==> src/rtl/multi_debouncer.sv <==
// Multi-channel switch debouncer: 2-flop synchronizer, per-channel stability
// counter, registered level, press/release edge pulses and optional auto-repeat.
// "release" is a reserved word, so the falling-edge pulse port is release_pulse.
module multi_debouncer #(
  parameter int unsigned WIDTH         = 4,
  parameter int unsigned STABLE_CYCLES = 200000,
  parameter int unsigned INVERT        = 0,
  parameter int unsigned REPEAT_EN     = 0,
  parameter int unsigned REPEAT_DELAY  = 25000000,
  parameter int unsigned REPEAT_PERIOD = 5000000
) (
  input  logic             clk,
  input  logic             rst_n,
  input  logic [WIDTH-1:0] in_raw,
  output logic [WIDTH-1:0] out_level,
  output logic [WIDTH-1:0] press,
  output logic [WIDTH-1:0] release_pulse,
  output logic [WIDTH-1:0] rpt
);

  localparam int unsigned CNT_W = $clog2(STABLE_CYCLES + 1);
  localparam logic [WIDTH-1:0] INV_MASK = {WIDTH{1'(INVERT)}};

  logic [WIDTH-1:0] sync1;
  logic [WIDTH-1:0] sync2;
  logic [WIDTH-1:0] s_c;
  logic [WIDTH-1:0] diff_c;
  logic [WIDTH-1:0] hit_c;
  logic [CNT_W-1:0] cnt [WIDTH];

  // Two-flop synchronizer; resets to the inactive input level.
  always_ff @(posedge clk or negedge rst_n) begin
    if (!rst_n) begin
      sync1 <= INV_MASK;
      sync2 <= INV_MASK;
    end else begin
      sync1 <= in_raw;
      sync2 <= sync1;
    end
  end

  // Polarity-corrected input, mismatch flags and toggle decisions.
  always_comb begin
    s_c    = sync2 ^ INV_MASK;
    diff_c = s_c ^ out_level;
    hit_c  = '0;
    for (int i = 0; i < int'(WIDTH); i++) begin
      hit_c[i] = diff_c[i] && (cnt[i] == CNT_W'(STABLE_CYCLES - 1));
    end
  end

  // Stability counters, debounced level and edge pulses.
  always_ff @(posedge clk or negedge rst_n) begin
    if (!rst_n) begin
      for (int i = 0; i < int'(WIDTH); i++) begin
        cnt[i] <= '0;
      end
      out_level     <= '0;
      press         <= '0;
      release_pulse <= '0;
    end else begin
      for (int i = 0; i < int'(WIDTH); i++) begin
        if (!diff_c[i] || hit_c[i]) begin
          cnt[i] <= '0;
        end else begin
          cnt[i] <= cnt[i] + CNT_W'(1);
        end
      end
      out_level     <= out_level ^ hit_c;
      press         <= hit_c & ~out_level;
      release_pulse <= hit_c & out_level;
    end
  end

  if (REPEAT_EN != 0) begin : g_rpt
    localparam int unsigned RPT_MAX = (REPEAT_DELAY > REPEAT_PERIOD) ? REPEAT_DELAY : REPEAT_PERIOD;
    localparam int unsigned RPT_W   = $clog2(RPT_MAX + 1);

    logic [RPT_W-1:0] rcnt [WIDTH];
    logic [WIDTH-1:0] started;
    logic [WIDTH-1:0] fire_c;

    // First pulse after the initial delay, then one per period.
    always_comb begin
      fire_c = '0;
      for (int i = 0; i < int'(WIDTH); i++) begin
        fire_c[i] = started[i] ? (rcnt[i] == RPT_W'(REPEAT_PERIOD - 1))
                               : (rcnt[i] == RPT_W'(REPEAT_DELAY - 1));
      end
    end

    // Repeat counters run only while held; a falling toggle clears and suppresses.
    always_ff @(posedge clk or negedge rst_n) begin
      if (!rst_n) begin
        for (int i = 0; i < int'(WIDTH); i++) begin
          rcnt[i] <= '0;
        end
        started <= '0;
        rpt     <= '0;
      end else begin
        for (int i = 0; i < int'(WIDTH); i++) begin
          if (!out_level[i] || hit_c[i]) begin
            rcnt[i]    <= '0;
            started[i] <= 1'b0;
            rpt[i]     <= 1'b0;
          end else if (fire_c[i]) begin
            rcnt[i]    <= '0;
            started[i] <= 1'b1;
            rpt[i]     <= 1'b1;
          end else begin
            rcnt[i]    <= rcnt[i] + RPT_W'(1);
            rpt[i]     <= 1'b0;
          end
        end
      end
    end
  end else begin : g_no_rpt
    assign rpt = '0;
  end

endmodule

==> config.mk <==
export PLATFORM = sky130hd
export DESIGN_NAME = multi_debouncer
export DESIGN_NICKNAME = d
export VERILOG_FILES = /design/src/rtl/multi_debouncer.sv
export SDC_FILE = /design/constraint.sdc
export NUM_CORES = 1
export LEC_CHECK = 0
export ABC_AREA = 1
export BUFFER_PORTS_ARGS = -buffer_cell sky130_fd_sc_hd__buf_2
export CAP_MARGIN = 20
export CELL_PAD_IN_SITES_DETAIL_PLACEMENT = 0
export CELL_PAD_IN_SITES_GLOBAL_PLACEMENT = 2
export CORE_AREA = 2 2 117 119
export DETAILED_ROUTE_END_ITERATION = 6
export DIE_AREA = 0 0 119 121
export PLACE_DENSITY = 0.86
export SLEW_MARGIN = 15
export SYNTH_ARGS = -nofsm -noshare
export SYNTH_HDL_FRONTEND = slang
export SYNTH_SLANG_ARGS = --single-unit
==> constraint.sdc <==
create_clock -name clk -period 1.6 [get_ports clk]
set_input_delay 0.48 -clock clk [delete_from_list [all_inputs] [get_ports clk]]
set_output_delay 0.48 -clock clk [all_outputs]
set_load 0.05 [all_outputs]
# ---- Word-level counts from Yosys, hierarchy flattened
# Cells that the tools add are included.
dict set report totals {
  ff_bits 92
  inputBits 6
  output_inout_bits 16
  word_cells 38
}
dict set report op_classes {
  addsub 4
  eq_ne 4
  muxes 4
  bitwise_logic 5
  reduce_logical 12
}
# op n
set op_table {}
lappend op_table {{18-bit by 1-bit adder with 18-bit output (second input constant)} 4}
lappend op_table {{18-bit equality test (second input constant)} 4}
lappend op_table {{18-bit two-way mux} 4}
lappend op_table {{4-bit AND} 2}
lappend op_table {{4-bit bitwise XOR} 2}
lappend op_table {{1-bit logical AND} 4}
lappend op_table {{1-bit logical NOT} 4}
lappend op_table {{1-bit logical OR} 4}
lappend op_table {{4-bit NOT} 1}

# ---- Longest topological paths before layout
dict set report logic_depth {
  depth_word 4
  ltp_mapped 9
  mapped_depth_nobuf 8
}

# ---- Worst setup path before layout
# No wires, ideal clock.
dict set report synth_timing {
  path_kind {reg-to-reg}
  from {reg with a tool-made name}
  to {reg cnt[33] (netlist bit)}
  setup_time_ns 0.071
  arrival_ns 1.360
  required_ns 1.529
  slack_ns 0.169
  stages_incl_launch_ff 6
  n_path_buf 1
  period_less_slack_ns 1.431
  cell_sequence {dfrtp_1 -> or2_2 -> nand2_1 -> nand2_4 -> buf_6 -> nor2_1}
}
# element line_no
set synth_rtl {}
lappend synth_rtl {{end signal, assigned by index} 66} ;# cnt[i] <= cnt[i] + CNT_W'(1);
lappend synth_rtl {{end, declared} 29} ;# logic [CNT_W-1:0] cnt [WIDTH];

==> metrics <==
Fillers=approximately 1300; Post-CTS Hold Buffers=0; Worst Path Max Fanout=4; vias in the first global route=approximately 3600; Unique masters post-synth=26; Final Max Slew Viols=0; CTS Buf Count=9; Crit path largest cell delay=roughly 390 ps; Die Area=~14000 sq um; via count=approximately 3700; via density per instance=about 4.5; first-pass GRT wire length=16600 um; Cell Pwr Density=853 nW/um^2; Core ar.=13100 sq um; Area Growth Syn to Fin=13.0%; drt drc=0; DP HPWL=roughly 6900 um; cell area after synthesis=approximately 4800 sq um; CTS H-tree depth=3; Switching Share=a little over a fifth; fmax=around 0.67 GHz; post-route minimum period=around 1500 ps; fin util=roughly 41%; Final nets=~650; yosys warns=0; PortBufs=17; final WL=around 9600 um; Synth top area share=48.2%; Die X=around 120 um; RSZ-0062 raised after global routing=false; most frequent cells in the layout=nor2_1 (158), nand2_1 (143), dfrtp_1 (90); setup TNS=0 ps; TritonCTS clock tree=done; Crit. End Element=output port; clock skew=7.57 ps; Worst-path clk slew=about 60 ps; Reg2Reg Depth=6; cell family with most CP delay=flip-flops; GRT overflow=0; initial core utilization=around 37%; commonest non-fill, non-tap cell in the layout=nor2_1; Mapped Cells=a little over 600; flop-to-flop setup slack=~130 ps; Seq pwr share=about 52%; Hold Violations, Final=0; Leak=2.34 nW; Die Span Y=121 um; final cell area excluding filler cells=roughly 5400 sq um; dpl cell area=between 5000 and 6000 sq um; # rows=between 40 and 50; Hold Crit Class=in2async; Worst setup SP type=flop; ant diodes=0; share of layout cells above drive strength 1=a little over a tenth; Max clock buf depth=2; outcome=complete, no violations; Slowest cell on crit path=dfrtp_1; final hold slack=around 120 ps; register bit total from synthesis=92; Clock Sinks=92; maximum VDD drop=approximately 0.00055 V; TritonRoute pass-1 iters=4; CP arrival=1020 ps; RR Endpoint=cnt[71]; Clock Root Buffer=clkbuf_16; Internal=approximately 3.6 mW; GPL Wtd Cong=0.784; largest net degree at the start of global routing=47; initial antenna violation count=0; crit-path cells=buf_2; Worst Path Class, Setup=reg2out; main area contributors after synthesis=dfrtp_1 (48%), nor2_1 (12%), nand2_1 (11%), inv_1 (4.5%), nand3_1 (4.1%); I/O Pins=22; Max-Cap Viols=0; post-synth top area cell=dfrtp_1; antenna viol nets, final=0; GRT Total Usage=roughly 14%; total power=4.61 mW; worst reg2reg startpoint=cnt[54]; Clock power frac=43.9%; Final setup viols=0; Logic pwr share=around 4.3%; 1st-iter DRT viols=approximately 250; sequential fraction of the synthesis area=roughly half; routed len/inst=11.7 um; Net Sw Power=around 1.0 mW; WP buf/inv=1; clk_lat worst skew=around 340 ps; period utilisation layout=between 90% and 100%; synthesized area per cell=7.84 sq um; Data required, critical path=~1100 ps
## routing by layer
metal	GRT usage, %	wire length [um]	vias to the layer above
met5	0	0	-
met4	6.03	150	0
met3	2.82	193	10
met2	23.3	4400	31
met1	18.7	4840	1715
li1	-	-	1967
## flip-flops by register name, summed over array words and instances, names as in the netlist, named ones only
| signal | cells |
|---|---|
| sync1 | 4 |
| cnt | 72 |
| press | 4 |
| release_pulse | 4 |
| s_c | 4 |
## cell usage after synthesis
cell        n
nor2_1    158
nand2_1   144
dfrtp_1    92
inv_1      57
nand3_1    39
xor2_1     22
nand4_1    15
o21bai_1   12
o21ai_0    11
xnor2_1     9
nor2_2      8
a21oi_1     6
buf_4       4
ha_1        4
nand2_2     4
nand2_4     4
nor3_1      4
buf_6       3
nand3_2     3
nor2_4      3
nand3_4     2
or2_2       2
and2_1      1
buf_8       1
conb_1      1
inv_2       1
## power by group through the flow
stage               Clock [mW]  Sequential, mW  Combinational [mW]
finish                    2.02            2.39               0.197
global placement             0            2.43               0.188
floorplan                    0            2.43               0.124
global route              2.22            2.39               0.228
detailed placement           0            2.43               0.190
CTS                       2.10            2.39               0.191
## area by class of cell
type / instances / area [sq um] / area share (%)
clock buffer: 11 / 233 / 4.31
clock inverter: 3 / 40.0 / 0.741
inverter: 58 / 218 / 4.03
multi-input combinational: 458 / 2230 / 41.4
sequential: 92 / 2300 / 42.7
tap: 176 / 220 / 4.08
timing repair buffer: 22 / 150 / 2.78
## cell families (layout without fill, tap and decap cells)
kind of cell / Yosys count / in the layout / share of synthesized area [%]
AOI/OAI and AO/OA: 29 / 29 / 3.66
and+or+nand+nor: 387 / 390 / 35.2
other: 1 / 4 / 0.0785
adders and majority gates: 4 / 4 / 1.05
buffers and inverters: 66 / 94 / 6.20
DFF: 92 / 92 / 48.2
xor gates and xnor gates: 31 / 31 / 5.68
## what timing repair did
action                                  CTS  global route
setup buffers                             0             1
gates resized for setup                   0             7
endpoints found under the setup margin    0            31
## how the worst max path moves through the flow
stage / startpoint / endpoint / slack (ps) / cells after the start
finish: flop / out_level[3] / 100 / 1
global route: cnt[54] / cnt[60] / 10 / 6
global placement: cnt[0] / cnt[13] / 130 / 8
floorplan: flop / cnt[33] / 170 / 5
detailed placement: cnt[0] / cnt[13] / 80 / 8
CTS: flop / out_level[3] / 80 / 1
## through the flow
step / worst slack (ps) / std cells
5_1_grt: 9.92 / 820
4_1_cts: 79.4 / 816
3_5_place_dp: 84.8 / 802
3_3_place_gp: 125 / 802
6_report: 103 / 820
2_1_floorplan: 169 / 613
No activity file was read; power rests on OpenSTA's default activity.
